==> src/rtl/pico_pkg.sv <==
// Shared definitions for the picoMips sequencer: FSM states, Func bit positions,
// phase encodings and the instruction opcodes.
package pico_pkg;

  typedef enum logic [2:0] {
    StFetch,
    StDecode,
    StExec,
    StWait,
    StWrite,
    StIdle
  } state_e;

  localparam int unsigned FUNC_HEI  = 5;
  localparam int unsigned FUNC_REGW = 4;

  localparam logic [1:0] PHASE_FETCH  = 2'd0;
  localparam logic [1:0] PHASE_DECODE = 2'd1;
  localparam logic [1:0] PHASE_EXEC   = 2'd2;
  localparam logic [1:0] PHASE_WRITE  = 2'd3;

  // Func[5] selects HEI, Func[4] selects a register-file write.
  localparam logic [5:0] OP_ADD  = 6'b000001;
  localparam logic [5:0] OP_ADDI = 6'b000010;
  localparam logic [5:0] OP_SUB  = 6'b000011;
  localparam logic [5:0] OP_MULI = 6'b000100;
  localparam logic [5:0] OP_MOV  = 6'b010000;
  localparam logic [5:0] OP_LDSW = 6'b010001;
  localparam logic [5:0] OP_HEI  = 6'b100000;

endpackage

==> src/rtl/sw_debounce.sv <==
// SW8 two-flop synchroniser and debouncer; the output only changes after the
// synchronised input has disagreed with it for DEBOUNCE_CYCLES consecutive cycles.
module sw_debounce #(
  parameter int unsigned DEBOUNCE_CYCLES = 4
) (
  input  logic Clock,
  input  logic nReset,
  input  logic sw_raw,
  output logic sw_db
);

  localparam int unsigned CntW = $clog2(DEBOUNCE_CYCLES);

  logic            s1_q, s2_q;
  logic            db_q, db_d;
  logic [CntW-1:0] cnt_q, cnt_d;

  always_comb begin
    cnt_d = '0;
    db_d  = db_q;
    if (s2_q != db_q) begin
      if (cnt_q == CntW'(DEBOUNCE_CYCLES - 1)) begin
        db_d = ~db_q;
      end else begin
        cnt_d = cnt_q + CntW'(1);
      end
    end
  end

  always_ff @(posedge Clock or negedge nReset) begin
    if (!nReset) begin
      s1_q  <= 1'b0;
      s2_q  <= 1'b0;
      db_q  <= 1'b0;
      cnt_q <= '0;
    end else begin
      s1_q  <= sw_raw;
      s2_q  <= s1_q;
      db_q  <= db_d;
      cnt_q <= cnt_d;
    end
  end

  assign sw_db = db_q;

endmodule

==> src/rtl/pico_sequencer.sv <==
// Four-phase picoMips instruction sequencer: FSM, program address register and
// strobe decode, with HEI waits resolved against the debounced SW8.
module pico_sequencer
  import pico_pkg::*;
#(
  parameter int unsigned PC_WIDTH        = 5,
  parameter int unsigned PROG_LAST       = 23,
  parameter int unsigned DEBOUNCE_CYCLES = 4
) (
  input  logic                Clock,
  input  logic                nReset,
  input  logic [5:0]          Func,
  input  logic                HeiArg,
  input  logic                Sw8,
  input  logic                Hold,
  output logic [PC_WIDTH-1:0] InstrAddr,
  output logic [1:0]          Phase,
  output logic                FetchEn,
  output logic                RegRe,
  output logic                AccWe,
  output logic                RegWe,
  output logic                Waiting,
  output logic                Idle
);

  state_e              state_q, state_d;
  logic [PC_WIDTH-1:0] addr_q, addr_d;
  logic                sw8_db;
  logic                hei, regw, sw_match;

  sw_debounce #(
    .DEBOUNCE_CYCLES(DEBOUNCE_CYCLES)
  ) u_sw_debounce (
    .Clock (Clock),
    .nReset(nReset),
    .sw_raw(Sw8),
    .sw_db (sw8_db)
  );

  assign hei      = Func[FUNC_HEI];
  assign regw     = Func[FUNC_REGW];
  assign sw_match = (sw8_db == HeiArg);

  always_comb begin
    state_d = state_q;
    addr_d  = addr_q;
    Phase   = PHASE_FETCH;
    FetchEn = 1'b0;
    RegRe   = 1'b0;
    AccWe   = 1'b0;
    RegWe   = 1'b0;
    Waiting = 1'b0;
    Idle    = 1'b0;
    unique case (state_q)
      StFetch: begin
        FetchEn = 1'b1;
        state_d = StDecode;
      end
      StDecode: begin
        Phase   = PHASE_DECODE;
        RegRe   = 1'b1;
        state_d = StExec;
      end
      StExec: begin
        Phase   = PHASE_EXEC;
        AccWe   = !hei && !regw;
        state_d = (hei && sw_match) ? StWait : StWrite;
      end
      StWait: begin
        Phase   = PHASE_WRITE;
        Waiting = 1'b1;
        if (!sw_match) state_d = StWrite;
      end
      StWrite: begin
        Phase   = PHASE_WRITE;
        RegWe   = regw && !hei;
        addr_d  = (addr_q == PC_WIDTH'(PROG_LAST)) ? '0 : addr_q + PC_WIDTH'(1);
        // Hold only takes effect at an instruction boundary.
        state_d = Hold ? StIdle : StFetch;
      end
      StIdle: begin
        Idle = 1'b1;
        if (!Hold) state_d = StFetch;
      end
      default: state_d = StFetch;
    endcase
  end

  always_ff @(posedge Clock or negedge nReset) begin
    if (!nReset) begin
      state_q <= StFetch;
      addr_q  <= '0;
    end else begin
      state_q <= state_d;
      addr_q  <= addr_d;
    end
  end

  assign InstrAddr = addr_q;

endmodule

==> config.mk <==
export PLATFORM = sky130hd
export DESIGN_NAME = pico_sequencer
export DESIGN_NICKNAME = d
export VERILOG_FILES = /design/src/rtl/pico_pkg.sv /design/src/rtl/sw_debounce.sv /design/src/rtl/pico_sequencer.sv
export SDC_FILE = /design/constraint.sdc
export NUM_CORES = 1
export LEC_CHECK = 0
export CAP_MARGIN = 30
export CORE_MARGIN = 2
export CORE_UTILIZATION = 42
export DETAILED_ROUTE_END_ITERATION = 10
export HOLD_SLACK_MARGIN = 0.05
export PLACE_DENSITY = 0.82
export SLEW_MARGIN = 20
export SYNTH_ARGS = -nofsm -noshare
export SYNTH_HDL_FRONTEND = slang
export SYNTH_SLANG_ARGS = --single-unit
==> constraint.sdc <==
create_clock -name Clock -period 2 [get_ports Clock]
set_clock_uncertainty 0.15 [all_clocks]
set_input_delay 0.2 -clock Clock [delete_from_list [all_inputs] [get_ports Clock]]
set_output_delay 0.2 -clock Clock [all_outputs]
set_load 0.02 [all_outputs]
==> reports/qor.yml, run 1 <==
logic_synthesis:
  ys_ff_latch: 13
  syn-cell-area_um2: 642
  yosys.area.top_type_share_pct: 50.7
  yosys-top-cells-count: "dfrtp_1 (13), nand2_1 (9), nor2_1 (5)"
  syn_area_per_cell_um2: 10.9
  synth_warnings: 0
  synth_cells: 59
  synth_edf_count: 0
  synth_flop_cell: "dfrtp_1"
  synthTopCellsByArea: "dfrtp_1 (51%), nand2_1 (5.3%), ha_1 (3.9%), buf_6 (3.5%), mux2_2 (3.5%)"
  synth.net_count: 72
  yosysMostFrequentCell: "dfrtp_1"
  async_reset_ff_share_pct: 100
  yosys.area.top_type: "dfrtp_1"
  ys_seq_area_share_pct: 50.7
  ys_types: 28
floorplanning:
  dieHeight_um: 43.1
  initial_utilization_pct: 43.6
  rows: 14
  design.core.area_um2: 1470
  fp.dieW_um: 43.1
  io_pins: 24
  dieArea_um2: 1860
power:
  leakagePower_nw: 0.427
  vdd_drop_max_v: 0.000768
  power_mw: 1.31
  powerDensity_nw_per_um2: 1480
clocking:
  postCtsSetupBuffers: 0
  htreeDepth: 1
  clock_sinks: 13
  cts-buffers-inserted: 3
  clock_latency_ps: 270
  clk_pin_slew_ps: 80
  cts_tree: "done"
  cts_buffer_depth: 2
  clockRootBuffer: "clkbuf_4"
global_route:
  grt_pass1_vias: 467
  antenna_found_initial: 0
  grt_overflow_total: 0
  grt_pass1_wl_mm: 1.99
  grt_max_degree: 14
  track_usage_pct: 14.3
worst_setup_path:
  cp_data_required_time_ps: 1650
  cp-end-kind: "primary output"
  worstSetupPathType: "register to primary output"
  crit_path_start_kind: "register"
  cp_max_fo: 5
  arrival_ps: 1500
finish:
  area_delta_synth_final_pct: 37.8
  layout-drive-gt1-share_pct: 21.8
  antennaDiodeCount: 0
  final_nets: 101
  utilization_pct: 60.1
outcome:
  outcome: "finished clean"
detailed_routing:
  wl_per_cell_um: 11.4
  wirelength_mm: 1.17
  drtIter0Drc: 15
  ant_nets: 0
  dr.pass1.iters: 4
  vias: 517
  drc: 0
  viasPerCell: 5.02
sta:
  finalCritPeriodShare_pct: 92.5
  rsz0062_at_grt: "false"
  worstMarginPinSlew_ps: 558
  slew_headroom_pct: 62.7
  final.min_clock_period_ps: 1850
  setup_viol: 0
  report.final.slew_viol_count: 0
  whs_ps: 130
  hold_viol: 0
  timing.fmax_mhz: 541
place:
  place_hpwl_um: 881
  numPortBuffers: 19
  gp_congestion: 0.724
flow_run:
  max_cap_viol_count: 0
hold_path:
  hold_class: "input pin to async pin"
## logic make-up after synthesis
group           synth area share (%)
compound gates                  7.02
xor+xnor                        4.09
fa+ha+maj                       3.90
buf+inv                         4.09
flops                           50.7
mux                             5.26
simple gates                    25.0
## flip-flops by register name (all words and copies together) (netlist names)
register,flops
InstrAddr,5
state_q,3
u_sw_debounce.cnt_q,2
u_sw_debounce.s1_q,1
u_sw_debounce.s2_q,1
u_sw_debounce.sw_db,1
## critical path: stages, from the launching register on
cell      delay, ps
dfrtp_1         420
or3b_4          410
nor3b_1         200
clkbuf_2        200
## metal layers
layer / vias to the layer above / track usage (%) / routed length, um / part of all wire, %
li1: 262 / - / - / -
met1: 246 / 18.2 / 537 / 46
met2: 7 / 23.0 / 591 / 51
met3: 2 / 5.11 / 34 / 2.9
met4: 0 / 3.64 / 6 / 0.51
met5: - / 0 / 0 / 0
## path summary, 6_finish.rpt
check | start | endpoint | slack, ps | cells after the start
worst max-delay path | state_q[0] | RegWe | 150 | 3
worst min-delay path | nReset | u_sw_debounce.sw_db | 130 | 1
worst max register to register | state_q[0] | InstrAddr[3] | 450 | 4
worst min register to register | u_sw_debounce.s1_q | u_sw_debounce.s2_q | 210 | 0
max in group asynchronous | nReset | u_sw_debounce.s1_q | 1200 | 1
min in group Clock | u_sw_debounce.s1_q | u_sw_debounce.s2_q | 210 | 0
## final cells by class
class | instances | area, um2
clock buffer | 3 | 22.5
clock inverter | 1 | 5.00
fill | 130 | 587
inverter | 1 | 3.75
multi-input combinational | 43 | 290
sequential | 13 | 325
tap | 16 | 20.0
timing repair buffer | 26 | 218
## power by group
| part | switching, mW | internal, mW |
|---|---|---|
| combinational | 0.368 | 0.343 |
| clock | 0.0860 | 0.0740 |
| sequential | 0.0845 | 0.357 |
| total | 0.538 | 0.774 |
## cell usage in the layout (no fill, tap or decap), drive strengths merged, types with 2 or more instances in the layout
master,instances
clkdlybuf4s50,11
dlygate4sd2,4
nor2b,2
clkbuf,7
ha,2
xnor2,2
nor3,2
buf,7
mux2,3
dfrtp,13
nand2,9
nor3b,2
a21oi,2
nor2,5
## repair_timing
action,CTS,global route
hold buffers,0,0
resized for setup,11,6
endpoints found under the setup margin,8,4
## through the flow
stage                     TNS [ps]  setup slack, ps  cells  instance area (um2)
after CTS                        0            0.205    103                  903
after global routing             0             53.8    103                  885
after detailed placement      -166             -166     99                  882
final                            0              150    103                  885
after global placement        -147             -147     99                  882
after floorplan                  0              216     59                  642
Note: power is estimated with default switching activity, not from simulation.
==> inputs of run 2 (changes only) <==
--- a/config.mk
+++ b/config.mk
@@ -7,11 +7,12 @@
 export LEC_CHECK = 0
 export CAP_MARGIN = 30
 export CORE_MARGIN = 2
-export CORE_UTILIZATION = 42
+export CORE_UTILIZATION = 41
 export DETAILED_ROUTE_END_ITERATION = 10
 export HOLD_SLACK_MARGIN = 0.05
-export PLACE_DENSITY = 0.82
+export PLACE_DENSITY_LB_ADDON = 0.1
 export SLEW_MARGIN = 20
 export SYNTH_ARGS = -nofsm -noshare
 export SYNTH_HDL_FRONTEND = slang
+export SYNTH_HIERARCHICAL = 1
 export SYNTH_SLANG_ARGS = --single-unit
==> run 2 against run 1 <==
  * Sequential cell count did not move
  * Sequential power fell by 4%
  * Total power fell by 2.8%
  * Critical path type unchanged
  * Largest power group unchanged
  * Highest routed layer unchanged
==> reports/qor.yml, run 2 <==
worst_setup_path:
  slowest_delay_ps: 400  # was 420 ps
  cp-end-kind: "primary output"  # unchanged
  worstSetupPathType: "register to primary output"  # unchanged
  crit_path_start_kind: "register"  # unchanged
  critPathTopFamily: "simple AND/OR/NAND/NOR gates"  # unchanged
  arrival_ps: 1560  # was 1500 ps
  cp_data_required_time_ps: 1650  # about the same
  cp_max_fo: 4  # was 5
  cpMaxStageDelayCell: "or3b_4"  # was dfrtp_1
  crit_chain: "or3b_4 > buf_4 > nand2_1 > clkdlybuf4s15_1"  # was or3b_4 > nor3b_1 > clkbuf_2
  cp.buffers_inverters: 2  # was 1
power:
  powerDensity_nw_per_um2: 1430  # was 1480 nW/um2
  vdd_drop_max_v: 0.000619  # was 0.000768 V
  p_seq_share_pct: 33.3  # was 33.7%
  power_mw: 1.28  # was 1.31 mW
  p_int_mw: 0.750  # was 0.774 mW
  power_frac_comb_pct: 54.2  # was 54.1%
  leakagePower_nw: 0.421  # was 0.427 nW
  p_switching_mw: 0.526  # was 0.538 mW
  power_frac_clock_pct: 12.5  # was 12.2%
  switching_share_pct: 41.2  # was 41.0%
sta:
  final.min_clock_period_ps: 1910  # was 1850 ps
  hold_viol: 0  # unchanged
  fin_setup_tns_ps: 0  # unchanged
  setup_viol: 0  # unchanged
  report.final.slew_viol_count: 0  # unchanged
  slew_headroom_pct: 62.0  # was 62.7%
  finalCritPeriodShare_pct: 95.6  # was 92.5%
  worstMarginPinSlew_ps: 568  # was 558 ps
  rsz0062_at_grt: "false"  # unchanged
  timing.fmax_mhz: 523  # was 541 MHz
  whs_ps: 137  # was 130 ps
clocking:
  postCtsSetupBuffers: 0  # unchanged
  cts_tree: "done"  # unchanged
  clock_sinks: 13  # unchanged
  hold_buffers: 0  # unchanged
  cts-buffers-inserted: 3  # unchanged
  clock_latency_ps: 270  # about the same
  cts_buffer_depth: 2  # unchanged
  clk_pin_slew_ps: 80  # about the same
  htreeDepth: 1  # unchanged
  clockRootBuffer: "clkbuf_4"  # unchanged
finish:
  layout-drive-gt1-share_pct: 18.8  # was 21.8%
  largest_register_ffs: 5  # unchanged
  antennaDiodeCount: 0  # unchanged
  final_area_um2: 890  # was 885 um2
  area_delta_synth_final_pct: 40.5  # was 37.8%
  utilization_pct: 60.5  # was 60.1%
  final_nets: 99  # was 101
  final_cell_mix: "dfrtp_1 (13), clkdlybuf4s50_1 (11), nand2_1 (9), buf_4 (6), dlygate4sd2_1 (5)"  # was dfrtp_1 (13), clkdlybuf4s50_1 (11), nand2_1 (9), buf_4 (7), nor2_1 (5)
  final_common_cell: "dfrtp_1"  # unchanged
global_route:
  use_met2_pct: 21.5  # was 23.0%
  grt_pass1_vias: 462  # was 467
  grt_pass1_wl_mm: 1.88  # was 1.99 mm
  grt_overflow_total: 0  # unchanged
  met3_usage_pct: 3.83  # was 5.11%
  gr-usage-met1_pct: 17.3  # was 18.2%
  track_usage_pct: 14.1  # was 14.3%
  grt_max_degree: 14  # unchanged
  gr-max-usage-layer: "met2"  # unchanged
  antenna_found_initial: 0  # unchanged
flow_run:
  max_cap_viol_count: 0  # unchanged
detailed_routing:
  wl_per_cell_um: 11.3  # was 11.4 um
  wirelength_mm: 1.14  # was 1.17 mm
  drc: 0  # unchanged
  drtIter0Drc: 2  # was 15
  vias: 516  # was 517
  ant_nets: 0  # unchanged
  viasPerCell: 5.11  # was 5.02
  dr.pass1.iters: 2  # was 4
logic_synthesis:
  synth_warnings: 6  # was 0
  yosys-top-cells-count: "dfrtp_1 (13), nand2_1 (9), nor3b_1 (3)"  # was dfrtp_1 (13), nand2_1 (9), nor2_1 (5)
  ys_seq_area_share_pct: 51.4  # was 50.7%
  synth_flop_cell: "dfrtp_1"  # unchanged
  yosys.area.top_type_share_pct: 51.4  # was 50.7%
  ys_types: 28  # unchanged
  yosysMostFrequentCell: "dfrtp_1"  # unchanged
  synthTopCellsByArea: "dfrtp_1 (51%), nand2_1 (5.3%), ha_1 (4.0%), mux2_1 (3.6%), nor3b_1 (3.6%)"  # was dfrtp_1 (51%), nand2_1 (5.3%), ha_1 (3.9%), buf_6 (3.5%), mux2_2 (3.5%)
  yosys.area.top_type: "dfrtp_1"  # unchanged
  synth.net_count: 71  # was 72
  syn-cell-area_um2: 633  # was 642 um2
  synth_edf_count: 0  # unchanged
  async_reset_ff_share_pct: 100  # unchanged
  syn_area_per_cell_um2: 10.9  # about the same
  ys_ff_latch: 13  # unchanged
  synth_cells: 58  # was 59
hold_path:
  hold_class: "input pin to async pin"  # unchanged
floorplanning:
  initial_utilization_pct: 43.0  # was 43.6%
  dieArea_um2: 1870  # was 1860 um2
  design.core.area_um2: 1470  # unchanged
  rows: 14  # unchanged
  fp.dieW_um: 43.3  # was 43.1 um
  dieHeight_um: 43.3  # was 43.1 um
  io_pins: 24  # unchanged
place:
  place_hpwl_um: 884  # was 881 um
  place_area_um2: 878  # was 882 um2
  gp_congestion: 0.709  # was 0.724
  numPortBuffers: 19  # unchanged
outcome:
  outcome: "finished clean"  # unchanged
## run 2: cell count changes in the layout (fill, tap and decap cells not counted), sizes merged, moves of 2 or more
cell,previous run,this run
o21ai,1,3
clkbuf,7,5
nor3b,2,4
nor2,5,2
## run 2: cells by family after synthesis
family / synth area share [%]
DFF: 51.4
adders and majority gates: 3.95
AOI/OAI and AO/OA: 6.52
and+or+nand+nor: 26.5
muxes: 5.34
xor gates and xnor gates: 4.15
buffers and inverters: 2.17
## run 2: cell type report
type / count / area [um2]
Fill cell: 149 / 582
Sequential cell: 13 / 325
Multi-Input combinational cell: 42 / 294
Timing Repair Buffer: 25 / 219
Clock buffer: 3 / 22.5
Tap cell: 16 / 20.0
Clock inverter: 1 / 5.00
Inverter: 1 / 3.75
## run 2: per-stage QoR
stage / cells / worst slack (ps)
6_report: 101 / 87.3
5_1_grt: 101 / 26.9
4_1_cts: 101 / 25.0
3_5_place_dp: 97 / 66.1
3_3_place_gp: 97 / 71.5
2_1_floorplan: 58 / 153
## run 2: power by group through the flow
stage / Combinational [mW] / Sequential [mW] / Clock, mW
final: 0.692 / 0.425 / 0.159
after global routing: 0.749 / 0.438 / 0.185
after CTS: 0.704 / 0.426 / 0.167
after detailed placement: 0.740 / 0.432 / 0
after global placement: 0.737 / 0.426 / 0
after floorplan: 0.387 / 0.466 / 0
## run 2: path summary, 6_finish.rpt
path,from,end,slack (ps),cells after the start
min in group Clock,Sw8,u_sw_debounce/s1_q,210,1
max in group asynchronous,nReset,InstrAddr[0],1190,1
worst min-delay path,nReset,u_sw_debounce/cnt_q[1],140,1
worst min register to register,u_sw_debounce/s1_q,u_sw_debounce/s2_q,210,0
worst max register to register,state_q[0],InstrAddr[3],470,4
worst max-delay path,state_q[0],Phase[0],90,4
## run 2: metal layers
metal	share of wire [%]	vias up
met2	49	11
li1	-	259
met5	0	-
met4	2.1	0
met1	45	242
met3	4.0	4
## run 2: timing repair
action / 4_1_cts / 5_1_grt
pin swaps: 0 / 0
hold endpoints to repair: 0 / 0
endpoints found under the setup margin: 8 / 3
gates resized for setup: 9 / 5
==> edit, RTL diff (settings of run 1) <==
Make the reset (`nReset`) synchronous in 2 clocked blocks.
--- a/src/rtl/sw_debounce.sv
+++ b/src/rtl/sw_debounce.sv
@@ -29,3 +29,3 @@
 
-  always_ff @(posedge Clock or negedge nReset) begin
+  always_ff @(posedge Clock) begin
     if (!nReset) begin
--- a/src/rtl/pico_sequencer.sv
+++ b/src/rtl/pico_sequencer.sv
@@ -88,3 +88,3 @@
 
-  always_ff @(posedge Clock or negedge nReset) begin
+  always_ff @(posedge Clock) begin
     if (!nReset) begin
Behaviour: differs if nReset is asserted again (counterexample within 4 cycles, from zero or initial values and one cycle with nReset low); with nReset held inactive, the same outputs for 10 cycles.
==> edit against run 1 <==
Design area fell by 0.42%; register-to-register slack gained 0.23 ns; sequential cell count unchanged; setup slack worse by 0.037 ns; count of clock-buffer cells in the layout is the same; highest routed layer unchanged; final cell count rose by 2.9%; core utilization is 0.26 points lower; synthesized area fell by 0.78%; sequential share of layout area decreased by 7.1 points; routed wire length is 2.2% lower; synthesized cell count rose by 14%.
Power is not compared: it rests on default switching activity, and its combinational part moved more than twofold at a synthesized area within 25%.
==> edit: results <==
[finish]
fin_nets = 104
clkCellAreaFrac_pct = 3.12
nFillCells = 135
buffers = 21
flops_and_latches = 13
non_clock_inverter_count = 3
seq_share_pct = 29.7
multi_input_gates = 49
drive_gt1_share_pct = 12.2
multi_input_area_sq_um = 345
area_growth_pct = 38.3

[detailed_routing]
first_iter_violations = 10
vias = 545
wl_um = 1140
first_pass_iters = 4
wl_per_cell_um = 10.8

[clocking]
clockRootBuffer = "clkbuf_4"

[synthesis]
synthMuxAreaShare_pct = 6.29
ys_seq_area_share_pct = 40.9
syn_nets = 80
yosys.area_share.xor_xnor_pct = 4.13
yosys-top-cells-area = "dfxtp_1 41%, mux2i_1 6.3%, ha_1 3.9%"
synthDistinctLibCells = 31
synth-compound-area-share_pct = 8.64
synth-async-reset-ratio_pct = 0
netlist_top_cells_count = "13 x dfxtp_1, 6 x nand2_1, 6 x nor2_1, 4 x a21oi_1, 4 x mux2i_1"
yosys.area_share.adder_pct = 3.93

[placed_design]
place_ws_ns = 0.0779
place.gp.congestion = 0.790
io_buffers = 19
dpl-instance-area_sq_um = 840
hpwlAfterDp_um = 852

[global_routing]
grt_start_max_net_pins = 11
grt_usage_pct = 14.6
grt_pass1_vias = 475
grt_pass1_wl_um = 2060

[critical_path]
cp.arrival_ns = 1.54
cp_top_family = "buffers and inverters"
critical_path.max_stage_delay_ns = 0.59
slowest_stage = "clkdlybuf4s50_1"
path_max_fanout = 4

[floorplanning]
die_w_um = 42.9

[min_path]
worst_hold_path_type = "reg -> reg"

[run_status]
status = "complete, no violations"

[timing]
slew_headroom_pct = 82.6
## edit: cell types whose count changed in the layout (fill, tap and decap cells not counted), moves of 3 or more
cell            change
buf_4               -5
dfxtp_1            +12
and2_1              +3
dlymetal6s2s_1      +5
nand2_1             -3
clkbuf_2            -4
dfrtp_1            -13
mux2i_1             +4
## edit: per-layer routing
layer / GRT usage [%] / part of all wire (%) / wire, um / vias up
met5: 0 / 0 / 0 / -
met4: 7.27 / 0.87 / 10 / 0
met3: 4.26 / 7.6 / 87 / 2
met2: 20.6 / 42 / 483 / 21
met1: 20.1 / 49 / 564 / 241
li1: - / - / - / 281
## edit: kinds of logic (layout without fill, tap and decap cells)
group	after synthesis	after routing
compound gates	9	9
xor+xnor	3	3
fa+ha+maj	2	2
buf+inv	5	28
flops	13	13
mux	4	4
simple gates	31	31
## edit: path summary, 6_finish.rpt
| kind | startpoint | to | slack [ns] | cells past startpoint |
|---|---|---|---|---|
| min reg2reg | u_sw_debounce.s1_q$_SDFF_PN0_ | u_sw_debounce.s2_q$_SDFF_PN0_ | 0.29 | 1 |
| min | u_sw_debounce.s1_q$_SDFF_PN0_ | u_sw_debounce.s2_q$_SDFF_PN0_ | 0.29 | 1 |
| max | state_q[2]$_SDFFE_PN0P_ | Idle | 0.11 | 3 |
| max reg2reg | state_q[2]$_SDFFE_PN0P_ | state_q[0]$_SDFFE_PN0P_ | 0.68 | 4 |
## edit: power breakdown
part	internal (mW)	total, mW	switching [mW]	leakage [nW]
Combinational	0.0760	0.153	0.0775	0.300
Sequential	0.271	0.286	0.0144	0.106
Clock	0.0739	0.155	0.0811	0.0177
Total	0.421	0.594	0.173	0.423
## edit: what timing repair did
item	4_1_cts	5_1_grt
hold buffers	0	0
endpoints found under the setup margin	5	5
resized for setup	4	5
